$ cat config.mk
export PLATFORM = sky130hd
export DESIGN_NAME = vmem_burst_responder
export DESIGN_NICKNAME = d
export VERILOG_FILES = /design/src/rtl/vmem_burst_responder_pkg.sv /design/src/rtl/vmem_burst_responder.sv
export SDC_FILE = /design/constraint.sdc
export NUM_CORES = 1
export LEC_CHECK = 0
export ABC_AREA = 1
export ABC_CLOCK_PERIOD_IN_PS = 2400
export BUFFER_PORTS_ARGS = -buffer_cell sky130_fd_sc_hd__buf_2
export CORE_MARGIN = 4
export CORE_UTILIZATION = 46
export DETAILED_ROUTE_END_ITERATION = 10
export HOLD_SLACK_MARGIN = 0.08
export PLACE_DENSITY = 0.79
export SYNTH_ARGS = -nofsm -noshare
export SYNTH_HDL_FRONTEND = slang
export SYNTH_SLANG_ARGS = --single-unit
$ cat constraint.sdc
create_clock -name clk -period 2.4 [get_ports clk]
set_input_delay 0.24 -clock clk [delete_from_list [all_inputs] [get_ports clk]]
set_output_delay 0.24 -clock clk [all_outputs]
set_load 0.01 [all_outputs]
$ cat src/rtl/vmem_burst_responder_pkg.sv
// Shared video-memory bus definitions: address/data widths, burst defaults,
// responder state encoding and packed payloads for the memory request and
// the returned data beat.
package vmem_burst_responder_pkg;

  localparam int unsigned BYTE_ADDR_W         = 22;
  localparam int unsigned WORD_ADDR_W         = BYTE_ADDR_W - 1;
  localparam int unsigned DATA_W              = 16;
  localparam int unsigned BURST_WORDS_DEFAULT = 4;
  // Wide enough to count 0..BURST_WORDS for the supported burst length.
  localparam int unsigned BURST_CNT_W         = 3;

  typedef logic [WORD_ADDR_W-1:0] word_addr_t;
  typedef logic [DATA_W-1:0]      data_t;

  typedef enum logic [1:0] {
    ST_IDLE  = 2'd0,
    ST_ISSUE = 2'd1,
    ST_DRAIN = 2'd2
  } vmem_state_e;

  // Read request toward the memory.
  typedef struct packed {
    logic       rd;
    word_addr_t addr;
  } mem_req_t;

  // Data beat toward the display-control master; last marks bus_ack.
  typedef struct packed {
    logic  valid;
    logic  last;
    data_t data;
  } burst_beat_t;

  // Word address of beat idx within a burst; wraps within the word space.
  function automatic word_addr_t burst_word_addr(input word_addr_t base,
                                                 input logic [BURST_CNT_W-1:0] idx);
    return base + word_addr_t'(idx);
  endfunction

endpackage

$ cat src/rtl/vmem_burst_responder.sv
// Burst read responder: turns one address-strobe request from a display
// master into BURST_WORDS pipelined word reads on the memory side and
// forwards the returned words, flagging the last one with bus_ack.
//
// Ports:
//   clk, reset_n      clock, asynchronous active-low reset
//   address, as       byte address and request strobe from the master
//   din               returned data word (held when burstdata_valid=0)
//   burstdata_valid   din valid this cycle
//   bus_ack           burst complete, coincides with the final word
//   mem_addr, mem_rd  word-address read request, taken when mem_ready=1
//   mem_ready         memory accepts the request
//   mem_rvalid/rdata  in-order read return
module vmem_burst_responder
  import vmem_burst_responder_pkg::*;
#(
  parameter int unsigned BURST_WORDS     = BURST_WORDS_DEFAULT,
  parameter int unsigned MAX_OUTSTANDING = 4
) (
  input  logic                   clk,
  input  logic                   reset_n,
  input  logic [BYTE_ADDR_W-1:0] address,
  input  logic                   as,
  output logic [DATA_W-1:0]      din,
  output logic                   burstdata_valid,
  output logic                   bus_ack,
  output logic [WORD_ADDR_W-1:0] mem_addr,
  output logic                   mem_rd,
  input  logic                   mem_ready,
  input  logic                   mem_rvalid,
  input  logic [DATA_W-1:0]      mem_rdata
);

  localparam logic [BURST_CNT_W-1:0] LAST_IDX = BURST_CNT_W'(BURST_WORDS - 1);
  localparam logic [BURST_CNT_W-1:0] MAX_OUT  = BURST_CNT_W'(MAX_OUTSTANDING);

  vmem_state_e            state_q, state_d;
  word_addr_t             base_q, base_d;
  logic [BURST_CNT_W-1:0] issue_cnt_q, issue_cnt_d;
  logic [BURST_CNT_W-1:0] ret_cnt_q, ret_cnt_d;
  mem_req_t               req_q, req_d;
  burst_beat_t            beat_q, beat_d;
  logic                   issue_fire;
  logic                   ret_fire;
  logic                   unused_addr_lsb;

  // Byte lane select is meaningless for a word-wide read.
  assign unused_addr_lsb = address[0];

  assign mem_rd          = req_q.rd;
  assign mem_addr        = req_q.addr;
  assign din             = beat_q.data;
  assign burstdata_valid = beat_q.valid;
  assign bus_ack         = beat_q.last;

  // State and all registered outputs.
  always_ff @(posedge clk or negedge reset_n) begin
    if (!reset_n) begin
      state_q     <= ST_IDLE;
      base_q      <= '0;
      issue_cnt_q <= '0;
      ret_cnt_q   <= '0;
      req_q       <= '0;
      beat_q      <= '0;
    end else begin
      state_q     <= state_d;
      base_q      <= base_d;
      issue_cnt_q <= issue_cnt_d;
      ret_cnt_q   <= ret_cnt_d;
      req_q       <= req_d;
      beat_q      <= beat_d;
    end
  end

  // Next state, counters and next values of the output registers.
  always_comb begin
    state_d     = state_q;
    base_d      = base_q;
    issue_cnt_d = issue_cnt_q;
    ret_cnt_d   = ret_cnt_q;
    beat_d      = '{valid: 1'b0, last: 1'b0, data: beat_q.data};
    req_d       = '{rd: 1'b0, addr: req_q.addr};

    issue_fire  = (state_q == ST_ISSUE) && req_q.rd && mem_ready;
    // Returns with no burst open (including after a mid-burst reset) are dropped.
    ret_fire    = mem_rvalid && (state_q != ST_IDLE);

    unique case (state_q)
      ST_IDLE: begin
        // The bus_ack cycle is already IDLE; a strobe still held from the
        // finished burst must not start another one.
        if (as && !bus_ack) begin
          state_d     = ST_ISSUE;
          base_d      = address[BYTE_ADDR_W-1:1];
          issue_cnt_d = '0;
          ret_cnt_d   = '0;
        end
      end
      ST_ISSUE: begin
        if (issue_fire) begin
          issue_cnt_d = issue_cnt_q + 1'b1;
          if (issue_cnt_q == LAST_IDX) state_d = ST_DRAIN;
        end
      end
      ST_DRAIN: begin
      end
      default: state_d = ST_IDLE;
    endcase

    if (ret_fire) begin
      beat_d.valid = 1'b1;
      beat_d.data  = mem_rdata;
      ret_cnt_d    = ret_cnt_q + 1'b1;
      if (ret_cnt_q == LAST_IDX) begin
        beat_d.last = 1'b1;
        state_d     = ST_IDLE;
      end
    end

    // Request is registered, so throttle on next-cycle outstanding count.
    if (state_d == ST_ISSUE) begin
      req_d.rd   = (issue_cnt_d - ret_cnt_d) < MAX_OUT;
      req_d.addr = burst_word_addr(base_d, issue_cnt_d);
    end
  end

`ifndef SYNTHESIS
  // Read data with no burst open points at a memory-side protocol problem.
  always @(posedge clk) begin
    if (reset_n && mem_rvalid && (state_q == ST_IDLE))
      $warning("vmem_burst_responder: read return with no open burst, word dropped");
  end
`endif

endmodule

==> impl_summary.md <==
STA
The actual transition at the worst max-transition pin is 0.6694 ns. The number of hold-slack violations in the final timing report is 0. The minimum period implied by the final worst setup slack is 2.348 ns. Setup violations remaining at the end of the flow were counted as 0. After layout, the worst path uses a little over nine tenths of the clock period. The number of max-slew violations in the final report is 0. The worst pin sits at a relative slew slack of between 50% and 60%. The worst clock skew is about 0.014 ns. Once routing completed, OpenROAD measured the worst setup slack at 0.05188 ns.

The summed negative setup slack over all endpoints is 0 ns. Final hold analysis gives a worst-case slack of 0.08874 ns. Setup repair after global routing could not meet its margin everywhere. The maximum achievable frequency is approximately 430 MHz.

Cells and area
The final net count is between 600 and 700. Summing all flip-flop and latch instances after layout gives 0.001728 mm^2. In the layout the commonest cells are sky130_fd_sc_hd__nand2_1, sky130_fd_sc_hd__buf_2, sky130_fd_sc_hd__dfrtp_1, sky130_fd_sc_hd__inv_1.

The fraction of layout cells with a size suffix above 1 is about a third. Relative to the synthesized area, the layout overhead comes to 31.64%. Summing all multi-input logic gate instances after layout gives between 0.0015 and 0.002 mm^2. The most frequent standard cell in the layout excluding fill and tap cells is sky130_fd_sc_hd__nand2_1. Fill cells in the final layout number ~670. The number of antenna diodes in the final layout is 0.

Pwr
In this run switching power makes up ~44% of total power. Of the total power, registers draw roughly 30%. The maximum vdd drop is roughly 0.00055 V. The total internal power is about 3.7 mW. The portion of total power attributed to the clock network is 16.4%. Power spread over the standard cell area amounts to around 1400 mW/mm^2.

The combinational group share of total power is between 50% and 60%. Summed over all nets, the switching power comes to 2.890 mW. Summed over all cells, the static leakage comes to between 2 and 2.5 nW.

Clock network
The depth of the CTS H-tree is 3. The clock tree root driver cell is sky130_fd_sc_hd__clkbuf_8. The clock latency on the worst-skew pair is ~0.36 ns.

Clock-pin slew was measured on the worst setup and hold paths at about 0.08 ns. TritonCTS built the clock tree. Counting the buffers created by CTS gives 9. No sink is reached through more buffers than the 2 on the longest clock path.

The number of clock sinks is between 60 and 70.

Job
The tool flagged a number of max-cap violations equal to 0.

Synthesis
Yosys mapped the design onto 35 distinct sky130hd cell types. Synthesis produced a netlist with a net count of roughly 500. Yosys printed 0 warnings. The mean post-synth cell area is between 7 and 8 um^2. In the synthesized netlist the dominant register cell turns out to be sky130_fd_sc_hd__dfrtp_1. The mapped netlist covers between 0.003 and 0.004 mm^2. The number of synthesized flops with an enable pin is 0.

Synthesis handed over a netlist of 448 instances. After synthesis, the share of flip-flops with an asynchronous set or reset is 100.0%. The part of the Yosys area used for sequential elements is around half. Counting flops and latches in the post-synthesis netlist gives between 60 and 70.

Drt
The detailed-route via count is about 3300. The detailed router finished its first iteration with approximately 190 violations. The routed length per instance is 14.09 um.

The sum of routed wire length over all layers is roughly 9400 um. The routed via count divided by cell count is slightly below 5. The post-detailed-route count of antenna-violating nets is 0. For this run, the detailed router's first-pass iteration total came to 4. The remaining design rule violation count is 0.

Global route
Entering global routing, the biggest net connects 42 pins. Global routing used 21.62% of the available tracks. The wire length of the first global-routing pass is about 15000 um. The number of antenna violations at the first check in global routing is 0. The via count of the first global-routing pass is roughly 3300. The total congestion overflow is 0.

Worst setup path
The data required time of the worst path is approximately 2.6 ns. The startpoint kind of the worst setup timing path is a register. The worst setup path is captured at a register. The critical path arrival is about 2.6 ns. The biggest fanout along the worst timing path is 5. The type of the worst setup path is reg -> reg.

Status
The flow ran to the end, and the final reports show no timing, DRC or antenna violations.

Floorplanning
Measured along the x axis, the die boundary spans about 96 um. The initial utilization of the core area, before any placement, comes to just under 50%. During I/O placement, the number of pins put on the boundary was 83. Row generation in the floorplan step produced 31 rows. The die boundary height is 96.02 um.

The die covers 0.009219 mm^2. The total core area is around 0.0074 mm^2.

Hold path
The path class of the tightest hold or removal check is in -> reg.

Place
Input and output buffers added on the ports amount to 81. The post-placement worst setup slack is -0.007273 ns. The final weighted congestion in routability-driven placement is 0.8964. The detailed-placement wirelength estimate is approximately 6500 um.
[synth_stat cells, types with 2 or more instances]
cell type | n | area, um^2
sky130_fd_sc_hd__o21ai_0 | 19 | 95.09
sky130_fd_sc_hd__o21ai_2 | 4 | 35.03
sky130_fd_sc_hd__dfrtp_1 | 69 | 1727
sky130_fd_sc_hd__nand3_1 | 24 | 120.1
sky130_fd_sc_hd__buf_6 | 3 | 33.78
sky130_fd_sc_hd__nand4_1 | 5 | 31.28
sky130_fd_sc_hd__a21oi_1 | 8 | 40.04
sky130_fd_sc_hd__nor2_2 | 4 | 25.02
sky130_fd_sc_hd__nor3_2 | 4 | 40.04
sky130_fd_sc_hd__nand2_1 | 171 | 641.9
sky130_fd_sc_hd__inv_2 | 7 | 26.28
sky130_fd_sc_hd__nand2_2 | 13 | 81.33
sky130_fd_sc_hd__nor2_4 | 7 | 78.83
sky130_fd_sc_hd__clkbuf_1 | 4 | 15.01
sky130_fd_sc_hd__nand3b_1 | 3 | 22.52
sky130_fd_sc_hd__xor2_1 | 5 | 43.79
sky130_fd_sc_hd__clkinv_1 | 2 | 7.510
sky130_fd_sc_hd__nor2_1 | 25 | 93.84
sky130_fd_sc_hd__inv_1 | 44 | 165.2
sky130_fd_sc_hd__ha_1 | 7 | 87.58
sky130_fd_sc_hd__o21ai_1 | 6 | 30.03
[power by group through the flow]
stage	combinational (mW)	sequential (mW)	clock, mW
floorplan	1.94	2.06	0
global placement	2.89	1.92	0
detailed placement	3.00	1.94	0
CTS	3.13	1.92	1.08
global route	4.00	1.99	1.14
finish	3.56	1.94	1.08
[final timing paths]
| path | from | to | slack (ns) | cells past startpoint |
|---|---|---|---|---|
| max reg2reg | issue_cnt_q[0] | mem_addr[13] | 0.05 | 13 |
| max in group asynchronous | reset_n | base_q[10] | 1.27 | 3 |
| min | mem_rdata[11] | din[11] | 0.09 | 3 |
| max | issue_cnt_q[0] | mem_addr[13] | 0.05 | 13 |
| min in group asynchronous | reset_n | din[8] | 0.47 | 2 |
| min reg2reg | din[0] | din[0] | 0.48 | 2 |
[cells by family (layout without fill, tap and decap cells)]
family	Yosys count	after routing	share of synthesized area [%]
XOR/XNOR	6	6	1.475
AO/OA/AOI/OAI	41	41	6.461
adder cells (fa/ha/maj)	8	8	3.020
flip-flops	69	69	48.46
AND/OR/NAND/NOR	260	260	32.76
buffers and inverters	64	187	7.830
[registers in the layout, indices dropped and copies added (netlist names)]
register         flops
mem_rd               1
din                 16
mem_addr            21
issue_cnt_q          3
burstdata_valid      1
base_q              21
state_q              2
bus_ack              1
ret_cnt_q            3
[per-layer routing]
layer	GRT usage [%]	up-vias	routed length, um
met4	11.49	0	223
met5	0	-	0
met1	27.60	1536	4060
met3	3.597	18	540
met2	35.02	101	4616
li1	-	1630	-
[worst max-delay path, cell delays in order (launching register included)]
cell                       delay, ns
sky130_fd_sc_hd__dfrtp_1        0.44
sky130_fd_sc_hd__ha_1           0.33
sky130_fd_sc_hd__o21ai_1        0.13
sky130_fd_sc_hd__a21oi_1        0.08
sky130_fd_sc_hd__buf_4          0.16
sky130_fd_sc_hd__ha_4           0.26
sky130_fd_sc_hd__a21oi_2        0.04
sky130_fd_sc_hd__o21bai_4       0.17
sky130_fd_sc_hd__nand2_4        0.09
sky130_fd_sc_hd__nand2_2        0.09
sky130_fd_sc_hd__nor2_4         0.18
sky130_fd_sc_hd__nand4_1        0.10
sky130_fd_sc_hd__nand3_1        0.10
sky130_fd_sc_hd__nand2_1        0.06
[layout make-up]
| cell class | instances | area share (%) |
|---|---|---|
| sequential | 69 | 36.84 |
| multi-input combinational | 315 | 35.77 |
| timing repair buffer | 118 | 15.74 |
| inverter | 53 | 4.241 |
| clock buffer | 10 | 2.934 |
| tap | 99 | 2.641 |
| clock inverter | 6 | 1.840 |
[per-stage QoR]
step	instances	utilization [%]	instance area (um^2)	power, mW
after floorplan	448	-	3563	3.999
after global placement	630	55.65	4123	4.811
after detailed placement	630	55.65	4123	4.938
after CTS	660	60.67	4494	6.133
after global routing	670	63.32	4691	7.139
final	670	63.32	4691	6.569
[timing repair]
action,in CTS,in global routing
hold endpoints to repair,39,0
buffers inserted,2,10
hold buffers,12,0
endpoints found under the setup margin,3,16
pin swaps,1,10
gates resized for setup,4,26
(Power assumes the default switching activity.)
